File: src/rtl/cpu_pkg.sv
// Shared definitions for the stack-based CPU: default word and stack sizes
// plus the one-hot command decode used by the operand stack.
package cpu_pkg;

  localparam int WORD_W      = 8;
  localparam int STACK_DEPTH = 8;

  typedef enum logic [2:0] {
    IDLE    = 3'd0,
    PUSH    = 3'd1,
    POP     = 3'd2,
    TOS     = 3'd3,
    ILLEGAL = 3'd4
  } stack_cmd_e;

  // Any combination with more than one strobe raised collapses to ILLEGAL.
  function automatic stack_cmd_e decode_cmd(input logic push_i, input logic pop_i, input logic tos_i);
    stack_cmd_e cmd;
    case ({push_i, pop_i, tos_i})
      3'b000:  cmd = IDLE;
      3'b100:  cmd = PUSH;
      3'b010:  cmd = POP;
      3'b001:  cmd = TOS;
      default: cmd = ILLEGAL;
    endcase
    return cmd;
  endfunction

endpackage

File: src/rtl/stack_regfile.sv
// Operand stack storage: one synchronous write port, one combinational read port.
// Contents are deliberately not reset; the pointer logic keeps stale entries hidden.
module stack_regfile #(
  parameter int WIDTH = 8,
  parameter int DEPTH = 8,
  parameter int AW    = $clog2(DEPTH)
) (
  input  logic             clk,
  input  logic             we,
  input  logic [AW-1:0]    waddr,
  input  logic [WIDTH-1:0] wdata,
  input  logic [AW-1:0]    raddr,
  output logic [WIDTH-1:0] rdata
);

  logic [WIDTH-1:0] mem_r [DEPTH];

  // Array write port
  always_ff @(posedge clk) begin
    if (we) begin
      mem_r[waddr] <= wdata;
    end
  end

  assign rdata = mem_r[raddr];

endmodule

File: src/rtl/stack_unit.sv
// Hardware operand stack: decodes push/pop/tos, owns the stack pointer,
// the registered read port and the sticky ovf/udf/cmd_err flags.
module stack_unit
  import cpu_pkg::*;
#(
  parameter int WIDTH = WORD_W,
  parameter int DEPTH = STACK_DEPTH,
  parameter int CW    = $clog2(DEPTH + 1)
) (
  input  logic             clk,
  input  logic             rst,
  input  logic             push,
  input  logic             pop,
  input  logic             tos,
  input  logic [WIDTH-1:0] d_in,
  output logic [WIDTH-1:0] d_out,
  output logic             d_valid,
  output logic [CW-1:0]    count,
  output logic             full,
  output logic             empty,
  output logic             ovf,
  output logic             udf,
  output logic             cmd_err
);

  localparam int AW = $clog2(DEPTH);

  stack_cmd_e       cmd_s;
  logic [CW-1:0]    sp_r, sp_nxt_s;
  logic [WIDTH-1:0] d_out_r, d_out_nxt_s, rd_data_s;
  logic             d_valid_r, d_valid_nxt_s;
  logic             ovf_r, ovf_nxt_s;
  logic             udf_r, udf_nxt_s;
  logic             cmd_err_r, cmd_err_nxt_s;
  logic             we_s, full_s, empty_s;
  logic [AW-1:0]    wr_addr_s, rd_addr_s;

  assign cmd_s   = decode_cmd(push, pop, tos);
  assign full_s  = (sp_r == CW'(DEPTH));
  assign empty_s = (sp_r == {CW{1'b0}});

  // The write slot is sp and the top entry is sp-1; saturation is handled by
  // full/empty, so the truncated addresses are only used when in range.
  assign wr_addr_s = AW'(sp_r);
  assign rd_addr_s = AW'(sp_r - CW'(1));

  stack_regfile #(
    .WIDTH (WIDTH),
    .DEPTH (DEPTH),
    .AW    (AW)
  ) u_regfile (
    .clk   (clk),
    .we    (we_s),
    .waddr (wr_addr_s),
    .wdata (d_in),
    .raddr (rd_addr_s),
    .rdata (rd_data_s)
  );

  // Command decode and next-state selection
  always_comb begin
    sp_nxt_s      = sp_r;
    d_out_nxt_s   = d_out_r;
    d_valid_nxt_s = 1'b0;
    ovf_nxt_s     = ovf_r;
    udf_nxt_s     = udf_r;
    cmd_err_nxt_s = cmd_err_r;
    we_s          = 1'b0;
    case (cmd_s)
      IDLE: begin
        sp_nxt_s = sp_r;
      end
      PUSH: begin
        if (full_s) begin
          ovf_nxt_s = 1'b1;
        end else begin
          we_s     = 1'b1;
          sp_nxt_s = sp_r + CW'(1);
        end
      end
      POP: begin
        if (empty_s) begin
          udf_nxt_s = 1'b1;
        end else begin
          d_out_nxt_s   = rd_data_s;
          d_valid_nxt_s = 1'b1;
          sp_nxt_s      = sp_r - CW'(1);
        end
      end
      TOS: begin
        if (empty_s) begin
          udf_nxt_s = 1'b1;
        end else begin
          d_out_nxt_s   = rd_data_s;
          d_valid_nxt_s = 1'b1;
        end
      end
      ILLEGAL: begin
        cmd_err_nxt_s = 1'b1;
      end
      default: begin
        cmd_err_nxt_s = 1'b1;
      end
    endcase
  end

  // State, read data and sticky flag registers with synchronous active-low reset
  always_ff @(posedge clk) begin
    if (!rst) begin
      sp_r      <= {CW{1'b0}};
      d_out_r   <= {WIDTH{1'b0}};
      d_valid_r <= 1'b0;
      ovf_r     <= 1'b0;
      udf_r     <= 1'b0;
      cmd_err_r <= 1'b0;
    end else begin
      sp_r      <= sp_nxt_s;
      d_out_r   <= d_out_nxt_s;
      d_valid_r <= d_valid_nxt_s;
      ovf_r     <= ovf_nxt_s;
      udf_r     <= udf_nxt_s;
      cmd_err_r <= cmd_err_nxt_s;
    end
  end

  assign d_out   = d_out_r;
  assign d_valid = d_valid_r;
  assign count   = sp_r;
  assign full    = full_s;
  assign empty   = empty_s;
  assign ovf     = ovf_r;
  assign udf     = udf_r;
  assign cmd_err = cmd_err_r;

endmodule

File: config.mk
export PLATFORM = sky130hd
export DESIGN_NAME = stack_unit
export DESIGN_NICKNAME = d
export VERILOG_FILES = /design/src/rtl/cpu_pkg.sv /design/src/rtl/stack_regfile.sv /design/src/rtl/stack_unit.sv
export SDC_FILE = /design/constraint.sdc
export NUM_CORES = 1
export LEC_CHECK = 0
export ABC_CLOCK_PERIOD_IN_PS = 3700
export CORE_ASPECT_RATIO = 1.1
export CORE_UTILIZATION = 25
export DETAILED_ROUTE_END_ITERATION = 10
export PLACE_DENSITY = 0.46
export SLEW_MARGIN = 20
export SYNTH_ARGS = -nofsm -noshare
export SYNTH_HDL_FRONTEND = slang
export SYNTH_SLANG_ARGS = --single-unit
File: constraint.sdc
create_clock -name clk -period 3.7 [get_ports clk]
set_input_delay 0.555 -clock clk [delete_from_list [all_inputs] [get_ports clk]]
set_output_delay 0.555 -clock clk [all_outputs]
set_load 0.02 [all_outputs]
### After elaboration in Yosys (flattened, before gate mapping)

Memories as Yosys holds them, arrays and structs flattened. A register that Yosys moved wholly into a read port is not among the register bits.
Cells that the tools add are included.

* bits in writable memories: 64
* register bits after elaboration: 8
* output and inout port bits: 18
* memories: 1

Memories
* u_regfile.mem_r: words 8, bits a word 8, read ports 1, clocked after memory_dff 1, wr ports 1, RTL line stack_regfile.sv:16 `logic [WIDTH-1:0] mem_r [DEPTH];`

* bitwise gates (word level): 1
* $add $sub $neg: 2
* reductions and logical operators: 12
* eq/ne operators: 9
* multiplexer cells: 9

Operator list (count)
* 3-bit one-hot mux with 4 select lines: 1
* 3-bit by 2-bit equality test with 1-bit output (second input constant): 3
* 4-bit two-way mux: 2
* 4-bit one-hot mux with 2 select lines: 1
* 2-bit AND reduction: 4
* 3-bit by 1-bit equality test with 1-bit output (second input constant): 2
* 3-bit zero test: 2
* 1-bit two-way mux: 5
* 4-bit by 1-bit adder with 4-bit output (second input constant): 1
* 4-bit equality test (second input constant): 1
* 4-bit zero test: 1
* 2-bit inequality test (second input constant): 2
* 4-bit OR reduction: 1
* 4-bit by 1-bit subtractor with 4-bit output (second input constant): 1
* 3-bit equality test (second input constant): 1
* 3-bit AND reduction: 1
* 2-bit nonzero test: 1
* 2-bit OR reduction: 1
* 1-bit zero test: 1
* 1-bit inverter: 1

### Depth between registers and ports, before layout

* word-level depth: 6
* gate-level depth with buffers: 8

### Cells and area by module

Synthesis repeated with hierarchy kept, for this count alone.

* cells, all modules: 184
* area total of the unflattened synthesis: 3296.9 um^2

Modules (own cells, without submodules)
* stack_regfile: cells each 106, area each 2531.2 um^2, times used 1, sequential area each 1921.8 um^2
* stack_unit: cells each 78, area each 765.7 um^2, times used 1, sequential area each 320.3 um^2

### Least setup slack after synthesis

Ideal clock, no wire load.

* path type: reg2reg
* start: reg sp_r[0], in the netlist count[0]
* end: reg d_out_r[6], in the netlist d_out[6]
* setup slack: 1.255 ns
* data required time: 3.586 ns
* data arrival time: 2.330 ns
* cell stages (with the launch flop): 8
* library setup time: 0.114 ns
* cells stage by stage: dfxtp_1 inv_1 buf_6 ha_1 xor2_4 mux4_1 mux2i_1 a2bb2o_4

* cells in the longest elaborated chain, start to end: 3
* elaborated cells between the ends (all ways): 4
* those cells by class: add/sub: 1; bitwise: 1; reduce/logical: 2

Ends and longest elaborated chain
* start, declared: RTL line stack_unit.sv:29 `logic [CW-1:0] sp_r, sp_nxt_s;`
* start signal, assigned: RTL line stack_unit.sv:110 `sp_r <= {CW{1'b0}};`
* start signal, assigned: RTL line stack_unit.sv:117 `sp_r <= sp_nxt_s;`
* parallel branches: the longest is 3 deep, another holds 4-bit by 1-bit subtractor with 4-bit output
* end signal, assigned: RTL line stack_unit.sv:111 `d_out_r <= {WIDTH{1'b0}};`
* end signal, assigned: RTL line stack_unit.sv:118 `d_out_r <= d_out_nxt_s;`
* end, declared: RTL line stack_unit.sv:30 `logic [WIDTH-1:0] d_out_r, d_out_nxt_s, rd_data_s;`

Parallel ways; which one is timed is not known.
A chain may end at the register's enable or synchronous reset.

### Worst setup path in the final report

* start: reg sp_r[1], in the netlist count[1]
* end: out empty

* cells in the longest elaborated chain, start to end: 1

Ends and longest elaborated chain
* 4-bit zero test: RTL line stack_unit.sv:40 `assign empty_s = (sp_r == {CW{1'b0}});`
* end, declared: RTL line stack_unit.sv:20 `output logic empty,`

Every way passes these cells.

==> flow_summary.ini <==
[outcome]
status = complete, no violations

[sta]
fin_setup_tns_ns = 0
final-setup-viol-count = 0
finalHoldViolCount = 0
slew_headroom = 0.507
maxSlewViolCount = 0
fmax_mhz = 353
period_share = 0.766
rsz0062_at_grt = no
skew_ns = 0.00508
min_period_ns = 2.84
tightest_slew_ns = 0.739

[pwr]
power_density_nw_per_um2 = 516
power_mw = 2.08
p_leak_nw = 1.38
peakVddDrop_v = 0.000194

[clock_network]
cts_max_path_buffers = 2
htree_levels = 3
cts_setup_buffers = 0
ctsHoldBuffers = 0
cts_tree = yes
cts_resized = 0
clock_latency_ns = 0.32
cts_buffers = 9
path_clk_slew_ns = 0.06
cts_sinks = 80
root_buffer = clkbuf_16

[floorplan]
die_height_um = 121
rows = 43
die_w_um = 110
design.portCount = 31
start_util = 0.255
dieArea_um2 = 13300
core_area_um2 = 12600

[critical_path]
critPathMaxStageDelay_ns = 0.69
cp_data_required_time_ns = 3.14
critPathKind = flop to output port
cp-end-kind = output port
r2r-start = count[0]$_SDFFE_PN0P_
reg2reg_slack_ns = 1.02
worstSetupStartpoint = count[1]$_SDFFE_PN0P_
path_buf_inv = 2
cp_slowest_cell = clkdlybuf4s50_1
cp-start-kind = flop
worstReg2RegEnd = d_out[5]$_SDFFE_PN0P_
worstSetupPathDepth = 4
reg2reg_depth = 6
cp_max_fo = 9
crit_path_end = empty
arrival_ns = 2.28
critical_path.cell_chain = inv_1 > ha_1 > nor3b_1 > clkdlybuf4s50_1
path_delay_family = buffers and inverters

[hold_path]
hp-class = flop to flop

[yosys]
ys_types = 29
ys.warnings.count = 0
syn_inst = 174
synth_nets = 189
synth_seq_cells = 80
synth_area_per_cell_um2 = 18.5
syn_area_um2 = 3210
ys_seq_area_frac = 0.698

[global_routing]
grt_remaining_overflow = 0
antenna_found_initial = 0
grt_pass1_wl_um = 9670
grt_max_degree = 18
globalRouteTotalUtil = 0.103
grt_pass1_vias = 1701

[detailed_routing]
drtPass1Iterations = 4
ant_nets = 0
wl_um = 6270
via_per_inst = 4.36
vias = 1667
post_drt_wl_per_cell_um = 16.4
drtIter0Drc = 64
drc = 0

[layout]
regArea_um2 = 2240
post-route-util = 0.320
antenna_cells = 0
n_fill_cell = 1238
nets = 235
drive_above_1_share = 0.147
area_growth_pct = 25.3
multi_input_area_um2 = 910
final_area_um2 = 4030

[placement]
portBuffers = 30
gp_congestion = 0.711
post_dp_cell_area_um2 = 3750
dp_hpwl_um = 4150

[run]
max_cap_violations = 0
[layout by cell type, fill, tap and decap left out, types with 2 or more instances in the layout]
master,n
mux4_2,2
or3_1,2
nand2_1,6
mux2i_1,10
o2bb2ai_1,7
nor3b_1,2
xnor2_1,4
inv_1,4
clkinvlp_4,2
mux4_1,14
nor2_1,14
clkinv_4,2
a21oi_1,5
ha_1,2
dfxtp_1,16
clkbuf_16,9
o21ai_0,2
buf_4,11
clkdlybuf4s50_1,30
edfxtp_1,64
nor3_1,4
[cells in the mapped netlist]
cell	count	area, µm²
buf_6	3	33.8
xnor2_1	4	35.0
maj3_1	1	10.0
and2_1	1	6.26
clkbuf_1	1	3.75
ha_1	2	25.0
a21oi_1	5	25.0
xor2_1	1	8.76
nor3b_2	1	12.5
o2bb2ai_1	7	61.3
inv_1	4	15.0
xor2_4	1	27.5
edfxtp_1	64	1920
o21ai_0	2	10.0
a2bb2o_4	1	20.0
mux4_2	2	45.0
a211oi_1	1	7.51
a211o_1	1	8.76
nand2_1	6	22.5
and3_2	1	7.51
mux2i_1	10	100
mux4_1	14	368
and2b_2	1	8.76
dfxtp_1	16	320
nor2_1	14	52.6
buf_2	2	10.0
nor3_1	4	20.0
or3_1	2	12.5
nor3b_1	2	15.0
[where the power goes]
group          internal [mW]  switching (mW)  leakage (nW)
clock network          0.461           0.359         0.132
logic                  0.131           0.131         0.537
registers              0.987          0.0117         0.707
total                   1.58           0.501          1.38
[sequential cells by signal, indices dropped and copies added (netlist names)]
name	flops
cmd_err	1
count	4
d_out	8
d_valid	1
ovf	1
u_regfile.mem_r	64
udf	1
[how the worst min path moves through the flow]
stage                                      from                     to  slack [ns]  cells after the start
final                     d_out[2]$_SDFFE_PN0P_  d_out[2]$_SDFFE_PN0P_        0.47                      1
after global routing      d_out[0]$_SDFFE_PN0P_  d_out[0]$_SDFFE_PN0P_        0.48                      1
after CTS                 d_out[2]$_SDFFE_PN0P_  d_out[2]$_SDFFE_PN0P_        0.47                      1
after detailed placement  d_out[2]$_SDFFE_PN0P_  d_out[2]$_SDFFE_PN0P_        0.45                      1
after global placement    d_out[5]$_SDFFE_PN0P_  d_out[5]$_SDFFE_PN0P_        0.45                      1
after floorplan           d_out[0]$_SDFFE_PN0P_  d_out[0]$_SDFFE_PN0P_        0.55                      1
[area by class of cell]
class | instances | share of cell area
clock inverters | 7 | 0.0140
well taps | 157 | 0.0488
inverters | 4 | 0.00373
flip-flops and latches | 80 | 0.557
multi-input cells | 84 | 0.226
repair buffers | 41 | 0.0951
clock buffers | 9 | 0.0559
[kinds of logic (layout without fill, tap and decap cells)]
kind of cell,count (synthesis),after routing,share of synthesized area
compound gates,17,17,0.0413
simple gates,32,32,0.0490
fa+ha+maj,3,3,0.0109
flops,80,80,0.698
buf+inv,10,61,0.0195
xor+xnor,6,6,0.0222
mux,26,26,0.160
[per-layer routing]
layer	vias to the layer above	track usage	wire length [µm]
met1	841	0.139	3070
met3	4	0.0226	178
met2	31	0.159	2950
met5	-	0	0
li1	791	-	-
met4	0	0.0469	76
[metrics by stage]
| step | hold slack (ns) | setup WS [ns] | std cells |
|---|---|---|---|
| 2_1_floorplan | 0.547 | 1.26 | 174 |
| 3_3_place_gp | 0.447 | 0.983 | 366 |
| 3_5_place_dp | 0.447 | 0.983 | 366 |
| 4_1_cts | 0.467 | 0.864 | 382 |
| 5_1_grt | 0.483 | 0.769 | 382 |
| 6_report | 0.465 | 0.865 | 382 |
Power figures use the tool's default switching activity.
